<file path="src/rtl/manchester_rx.sv">
`default_nettype none
// +----------------------------------------------------------------------+
// | Module  : manchester_rx                                              |
// | Brief   : Manchester line decoder; bit timing is recovered from the  |
// |           mid-bit edges, with framing and timing error detection.    |
// | Rev     : 1.0  initial release                                       |
// +----------------------------------------------------------------------+
module manchester_rx #(
  parameter int CLKS_PER_BIT = 16,
  parameter int WORD_WIDTH   = 8,
  parameter int SYNC_STAGES  = 2
) (
  input  logic                  clk,
  input  logic                  reset,
  input  logic                  line_in,
  output logic [WORD_WIDTH-1:0] data,
  output logic                  valid,
  output logic                  err,
  output logic                  busy
);

  localparam int CNT_W = $clog2(2 * CLKS_PER_BIT);
  localparam int BIT_W = $clog2(WORD_WIDTH + 1);
  localparam logic [CNT_W-1:0] c_win_lo    = CNT_W'(3 * CLKS_PER_BIT / 4);
  localparam logic [CNT_W-1:0] c_win_hi    = CNT_W'(5 * CLKS_PER_BIT / 4);
  localparam logic [CNT_W-1:0] c_cnt_max   = {CNT_W{1'b1}};
  localparam logic [BIT_W-1:0] c_word_bits = BIT_W'(WORD_WIDTH);

  typedef enum logic [1:0] {
    S_IDLE      = 2'd0,
    S_RECEIVE   = 2'd1,
    S_WAIT_NEXT = 2'd2
  } state_t;

  state_t                  state_q, state_d;
  logic [SYNC_STAGES-1:0]  sync_q;
  logic                    hist_q;
  logic [CNT_W-1:0]        cnt_q, cnt_d;
  logic [BIT_W-1:0]        bitcnt_q, bitcnt_d;
  logic [WORD_WIDTH-1:0]   shift_q, shift_d;
  logic [WORD_WIDTH-1:0]   data_q, data_d;
  logic                    early_q, early_d;
  logic                    valid_q, valid_d;
  logic                    err_q, err_d;
  logic                    busy_q, busy_d;

  logic                    w_line;
  logic                    w_edge;
  logic                    w_rise;
  logic [CNT_W-1:0]        w_elapsed;
  logic                    w_early;
  logic                    w_timeout;

  assign w_line    = sync_q[SYNC_STAGES-1];
  assign w_edge    = w_line ^ hist_q;
  assign w_rise    = w_line & ~hist_q;
  // Clocks elapsed since the last accepted mid edge, including this one.
  assign w_elapsed = (cnt_q == c_cnt_max) ? cnt_q : cnt_q + 1'b1;
  assign w_early   = (w_elapsed < c_win_lo);
  assign w_timeout = (w_elapsed > c_win_hi);

  always_comb begin
    state_d  = state_q;
    cnt_d    = w_elapsed;
    bitcnt_d = bitcnt_q;
    shift_d  = shift_q;
    data_d   = data_q;
    early_d  = early_q;
    valid_d  = 1'b0;
    err_d    = 1'b0;

    case (state_q)
      S_IDLE: begin
        if (w_rise) begin
          state_d  = S_RECEIVE;
          cnt_d    = '0;
          bitcnt_d = '0;
          early_d  = 1'b0;
        end
      end

      S_RECEIVE, S_WAIT_NEXT: begin
        if (state_q == S_RECEIVE && bitcnt_q == c_word_bits) begin
          data_d  = shift_q;
          valid_d = 1'b1;
          state_d = S_WAIT_NEXT;
          early_d = early_q | w_edge;
        end else if (w_edge && w_early) begin
          // Only the bit-boundary edge may precede the next mid edge.
          if (early_q) begin
            err_d   = 1'b1;
            state_d = S_IDLE;
          end else begin
            early_d = 1'b1;
          end
        end else if (w_edge && !w_timeout) begin
          cnt_d   = '0;
          early_d = 1'b0;
          if (state_q == S_RECEIVE) begin
            shift_d  = {w_rise, shift_q[WORD_WIDTH-1:1]};
            bitcnt_d = bitcnt_q + 1'b1;
          end else if (w_rise) begin
            state_d  = S_RECEIVE;
            bitcnt_d = '0;
          end else begin
            err_d   = 1'b1;
            state_d = S_IDLE;
          end
        end else if (w_timeout) begin
          // Silence after a complete word is a normal end of burst.
          err_d   = (state_q == S_RECEIVE);
          state_d = S_IDLE;
        end
      end

      default: state_d = S_IDLE;
    endcase

    busy_d = (state_d != S_IDLE);
  end

  always_ff @(posedge clk) begin
    if (reset) begin
      state_q  <= S_IDLE;
      sync_q   <= '0;
      hist_q   <= 1'b0;
      cnt_q    <= '0;
      bitcnt_q <= '0;
      shift_q  <= '0;
      data_q   <= '0;
      early_q  <= 1'b0;
      valid_q  <= 1'b0;
      err_q    <= 1'b0;
      busy_q   <= 1'b0;
    end else begin
      state_q  <= state_d;
      sync_q   <= {sync_q[SYNC_STAGES-2:0], line_in};
      hist_q   <= w_line;
      cnt_q    <= cnt_d;
      bitcnt_q <= bitcnt_d;
      shift_q  <= shift_d;
      data_q   <= data_d;
      early_q  <= early_d;
      valid_q  <= valid_d;
      err_q    <= err_d;
      busy_q   <= busy_d;
    end
  end

  assign data  = data_q;
  assign valid = valid_q;
  assign err   = err_q;
  assign busy  = busy_q;

endmodule
`default_nettype wire

</file>
<file path="config.mk">
export PLATFORM = sky130hd
export DESIGN_NAME = manchester_rx
export DESIGN_NICKNAME = d
export VERILOG_FILES = /design/src/rtl/manchester_rx.sv
export SDC_FILE = /design/constraint.sdc
export NUM_CORES = 1
export LEC_CHECK = 0
export CAP_MARGIN = 20
export CORE_MARGIN = 8
export CORE_UTILIZATION = 61
export CTS_CLUSTER_SIZE = 25
export DETAILED_ROUTE_END_ITERATION = 12
export MAX_ROUTING_LAYER = met4
export PLACE_DENSITY = 0.8
export SYNTH_ARGS = -nofsm -noshare
export SYNTH_HDL_FRONTEND = slang
export SYNTH_SLANG_ARGS = --single-unit
</file>
<file path="constraint.sdc">
create_clock -name clk -period 6.2 [get_ports clk]
set_input_delay 1.24 -clock clk [delete_from_list [all_inputs] [get_ports clk]]
set_output_delay 1.24 -clock clk [all_outputs]
set_load 0.01 [all_outputs]
</file>
# [Word level (Yosys, flattened, before mapping)]
# Cells that the tools add are included.
[op_classes] mux=33 eq_ne=9 n_reduce_logical=14 bitwise=7 addsub=2 order_cmp=2
[ops] operator="$mux 5" n=5
[ops] operator="$mux 4" n=5
[ops] operator="$mux 2" n=7
[ops] operator="$mux 1" n=12
[ops] operator="$pmux 5 s2" n=1
[ops] operator="$ne 2x2->1 const B" n=4
[ops] operator="$pmux 4 s2" n=1
[ops] operator="$add 5x1->5 const B" n=1
[ops] operator="$eq 5x5->1 const B" n=1
[ops] operator="$gt 5x5->1 const B" n=1
[ops] operator="$lt 5x4->1 const B" n=1
[ops] operator="$reduce_and 5->1" n=1
[ops] operator="$add 4x1->4 const B" n=1
[ops] operator="$eq 4x4->1 const B" n=1
[ops] operator="$ne 4x4->1 const B" n=1
[ops] operator="$not 1->1" n=4
[ops] operator="$pmux 2 s2" n=1
[ops] operator="$reduce_and 4->1" n=1
[ops] operator="$reduce_bool 2->1" n=2
[ops] operator="$reduce_or 2->1" n=2
[ops] operator="$logic_and 1x1->1" n=3
[ops] operator="$reduce_and 3->1" n=1
[ops] operator="$reduce_or 3->1" n=1
[ops] operator="$eq 2x1->1 const B" n=1
[ops] operator="8 further kinds" n=8
[totals] word_cells=78 output_inout_bits=11 input_bits=3 reg_bits=34

# [Logic depth before layout (Yosys ltp)]
[depth] ltp_word=10 depth_mapped=10 depth_no_buf=8

# [Worst setup path before layout]
# OpenSTA, ideal clock, no wires.
[synth_timing] path_kind="register to register" from="register cnt_q[0]" to="register busy_q (netlist: busy)" required_ns=6.142 t_arrival_ns=1.942 setup_slack_ns=4.200 setup_ns=0.058 path_buffers=1 period_less_slack_ns=2.000 path_stages_with_launch=8 path_cell_list="dfxtp_1 > ha_1 > buf_2 > a21oi_1 > nand2_2 > or4_1 > a311oi_2 > or2_1"
[synth_via] elab_chain_cells=10 word_cells_on_any_way=14 classes_between="add/sub: 1; order compare: 2; eq/ne: 1; mux: 6; reduce/logical: 4"
[synth_rtl] element="start: declaration" line="38" text="logic [CNT_W-1:0] cnt_q, cnt_d;"
[synth_rtl] element="start signal: assignment" line="139" text="cnt_q <= cnt_d;"
[synth_rtl] element="$add 5x1->5 / $eq 5x5->1 (equally long branches)" line="58" text="assign w_elapsed = (cnt_q == c_cnt_max) ? cnt_q : cnt_q + 1'b1;"
[synth_rtl] element="$mux 5 *" line="58"
[synth_rtl] element="$gt 5x5->1" line="60" text="assign w_timeout = (w_elapsed > c_win_hi);"
[synth_rtl] element="$logic_not 1->1" line="96" text="end else if (w_edge && !w_timeout) begin"
[synth_rtl] element="$logic_and 1x1->1" line="96"
[synth_rtl] element="$mux 2" line="96"
[synth_rtl] element="$mux 2 *" line="88" text="end else if (w_edge && w_early) begin"
[synth_rtl] element="$mux 2 *" line="83" text="if (state_q == S_RECEIVE && bitcnt_q == c_word_bits) begin"
[synth_rtl] element="$pmux 2 s2 *" line="72" text="case (state_q)"
[synth_rtl] element="$reduce_bool 2->1 *" line="119" text="busy_d = (state_d != S_IDLE);"
[synth_rtl] element="end signal: assignment" line="146" text="busy_q <= busy_d;"
[synth_rtl] element="end: declaration" line="45" text="logic busy_q, busy_d;"
# Mark *: on every way between the ends. The rest lies on a longest branch, timed or not.
# A chain may end at the register's enable or synchronous reset.

==> impl_results.md <==
- Run status: complete, no violations
- RSZ-0062 raised after global routing: false
- NumNets Final: 208
- Hold Crit Class: reg -> reg
- Vias per inst: 6.013
- Remaining antenna violation count: 0
- Post-Layout Inst Area: 1887 µm²
- Final period utilization: 0.4088
- Cell Area, Placed: 1807 µm²
- R2r worst-path depth: 7
- CP startpoint: reset
- Largest net degree at the start of global routing: 34
- Initial DRC Count: 110
- Setup TNS: 0 ns
- Hold Buf Count CTS: 0
- Worst path max stage delay: 0.65 ns
- Synthesized cell area: 1673 µm²
- RR Startpoint: cnt_q[0]
- Final Hold Viols: 0
- Crit-path max FO: 29
- Hold path cells: 1
- Skew-Pair Late Insertion Delay: 0.33 ns
- Post-DP HPWL: 2339 µm
- Cts repair resizes: 0
- Crit path kind: in -> reg
- YS warnings: 0
- Post-Syn Nets: 195
- Sink Count: 34
- Die W: 68.37 µm
- Relative slew slack: 0.6128
- Achievable Freq: 394.6 MHz
- Slew at the pin with the worst max-slew slack: 0.5778 ns
- Clk buf depth: 2
- Sequential share of the synthesized area: 0.4069
- Post-CTS Repair Setup Buffers: 0
- CP Cell Sequence: clkdlybuf4s50_1, buf_16, nor2_1, nand3_1, o31ai_1, a21o_1, or2_1
- Drt drc: 0
- CTS H-tree lvls: 2
- Die height: 68.37 µm
- Core footprint: 2686 µm²
- # rows: 19
- Post-layout min period: 2.534 ns
- Most frequent cells in the layout: dfxtp_1 (34), nor2_1 (21), mux2i_1 (18), clkdlybuf4s50_1 (13), inv_1 (10)
- Critical path arrival: 2.76 ns
- Port Buffers: 13
- GRT Residual Overflow: 0
- Placer's final routability congestion estimate: 0.9000
- Most common cell after layout, fill and taps aside: dfxtp_1
- Number of I/O pins: 14
- Total GRT Usage: 0.1615
- CP startpoint kind: primary input
- Reg-to-Reg End: bitcnt_q[0]
- Synthesized flop and latch total: 34
- CTS tree: yes
- Clock Pin Slew Worst Setup and Hold Paths: 0.10 ns
- Initial antenna violation count: 0
- Hold Path End: sync_q[1]
- Share of layout cells above drive strength 1: 0.08081
- Pwr/cell area: 199.2 nW/µm²
- Synth cell types: 48
- Total Wirelength: 3320 µm
- Pins Over Slew Limit: 0
- Max IR drop VDD: 171.7 µV
- Die Area: 4674 µm²
- Leakage: 0.0007476 µW
- Setup Viol. Count Final: 0
- Min-delay src: sync_q[0]
- Setup Skew: 0.007050 ns
- Initial core utilization: 0.6227
- First-pass iteration count of the detailed router: 4
- First-pass GRT wire length: 5747 µm
- Vias post-DR: 1377
- Critical Path End Type: flip-flop
- CTS root buf: clkbuf_4
- WL per Instance: 14.50 µm
- Synthesized instance count: 185
- Crit path required time: 6.43 ns
- Slowest CP cell: clkdlybuf4s50_1
- Ys async rst share: 0
- Synth Flop Type: dfxtp_1
- Reg2Reg Setup Slack: 3.69 ns
- Filler Cell Count: 221
- Post-synth EDFFs: 0
- TritonCTS buffer count: 5
- Layout area overhead: 12.79%
- Mapped Avg Cell Area: 9.042 µm²
- N_diodes: 0
- Max cap viols: 0
- Vias in the first global route: 1326
[registers in the layout, summed over array words and instances (netlist names)]
| signal | cells |
|---|---|
| busy | 1 |
| cnt_q | 5 |
| early_q | 1 |
| valid | 1 |
| data | 8 |
| hist_q | 1 |
| bitcnt_q | 4 |
| shift_q | 8 |
| err | 1 |
| state_q | 2 |
| sync_q | 2 |
[metal layers]
metal | global-route usage | wire (µm) | up-vias
met1 | 0.1977 | 1508 | 633
met5 | - | 0 | -
met3 | 0.04419 | 195 | 5
met2 | 0.2532 | 1574 | 43
li1 | - | - | 696
met4 | 0.04859 | 42 | 0
[synth_stat cells (2+ instances only)]
master / instances / share of area
a2111oi_0: 2 / 0.010
a211o_1: 2 / 0.010
a21o_1: 2 / 0.0090
a21oi_1: 7 / 0.021
a22o_1: 2 / 0.010
a31oi_1: 3 / 0.011
and2_1: 4 / 0.015
and3_1: 2 / 0.0075
buf_2: 4 / 0.012
clkbuf_1: 4 / 0.0090
dfxtp_1: 34 / 0.41
ha_1: 7 / 0.052
inv_1: 10 / 0.022
mux2i_1: 18 / 0.11
nand2_1: 9 / 0.020
nand3_1: 6 / 0.018
nor2_1: 21 / 0.047
nor2b_1: 3 / 0.011
nor3_1: 6 / 0.018
nor4_1: 2 / 0.0075
o21a_1: 2 / 0.0090
o21ai_0: 7 / 0.021
or3_1: 2 / 0.0075
or4_1: 2 / 0.0090
[worst max path at each step]
stage,end,cells past startpoint
5_1_grt,bitcnt_q[0],7
2_1_floorplan,busy,7
4_1_cts,busy,6
3_5_place_dp,busy,6
3_3_place_gp,busy,6
6_report,busy,7
[metrics by stage]
| stage | instances | hold slack [ns] | setup WS, ns | utilization | power [µW] |
|---|---|---|---|---|---|
| 3_3_place_gp | 221 | 0.4300 | 2.936 | 0.6726 | 262.6 |
| 2_1_floorplan | 185 | 0.4138 | 4.200 | - | 254.9 |
| 3_5_place_dp | 221 | 0.4267 | 2.811 | 0.6726 | 264.0 |
| 6_report | 229 | 0.4522 | 3.666 | 0.7024 | 375.9 |
| 4_1_cts | 228 | 0.4545 | 3.156 | 0.6921 | 375.3 |
| 5_1_grt | 229 | 0.4691 | 3.539 | 0.7024 | 388.9 |
[logic make-up after synthesis]
group / synth area share
XOR/XNOR: 0.005237
adder cells (fa/ha/maj): 0.05235
AND/OR/NAND/NOR: 0.2109
buffers and inverters: 0.04787
AO/OA/AOI/OAI: 0.1623
flip-flops: 0.4069
multiplexers: 0.1144
[report_power, final]
part	internal (µW)	leakage [µW]	total (µW)	switching, µW
Combinational	14.6	0.000449	34.0	19.4
Sequential	222	0.000275	228	5.49
Clock	41.8	0.0000233	114	72.3
[area by class of cell]
type | instances | area (µm²) | share of cell area
clock buffer | 5 | 37.54 | 0.01989
clock inverter | 2 | 15.01 | 0.007958
inverter | 10 | 37.54 | 0.01989
multi-input combinational | 132 | 912.1 | 0.4834
sequential | 34 | 680.7 | 0.3607
tap | 31 | 38.79 | 0.02056
timing repair buffer | 15 | 165.2 | 0.08753
[critical path: cells and delay by family]
family | cells | cell delay, ns
AO/OA/AOI/OAI | 2 | 0.25
AND/OR/NAND/NOR | 3 | 0.40
buffers and inverters | 2 | 0.86
Power figures use the tool's default switching activity.
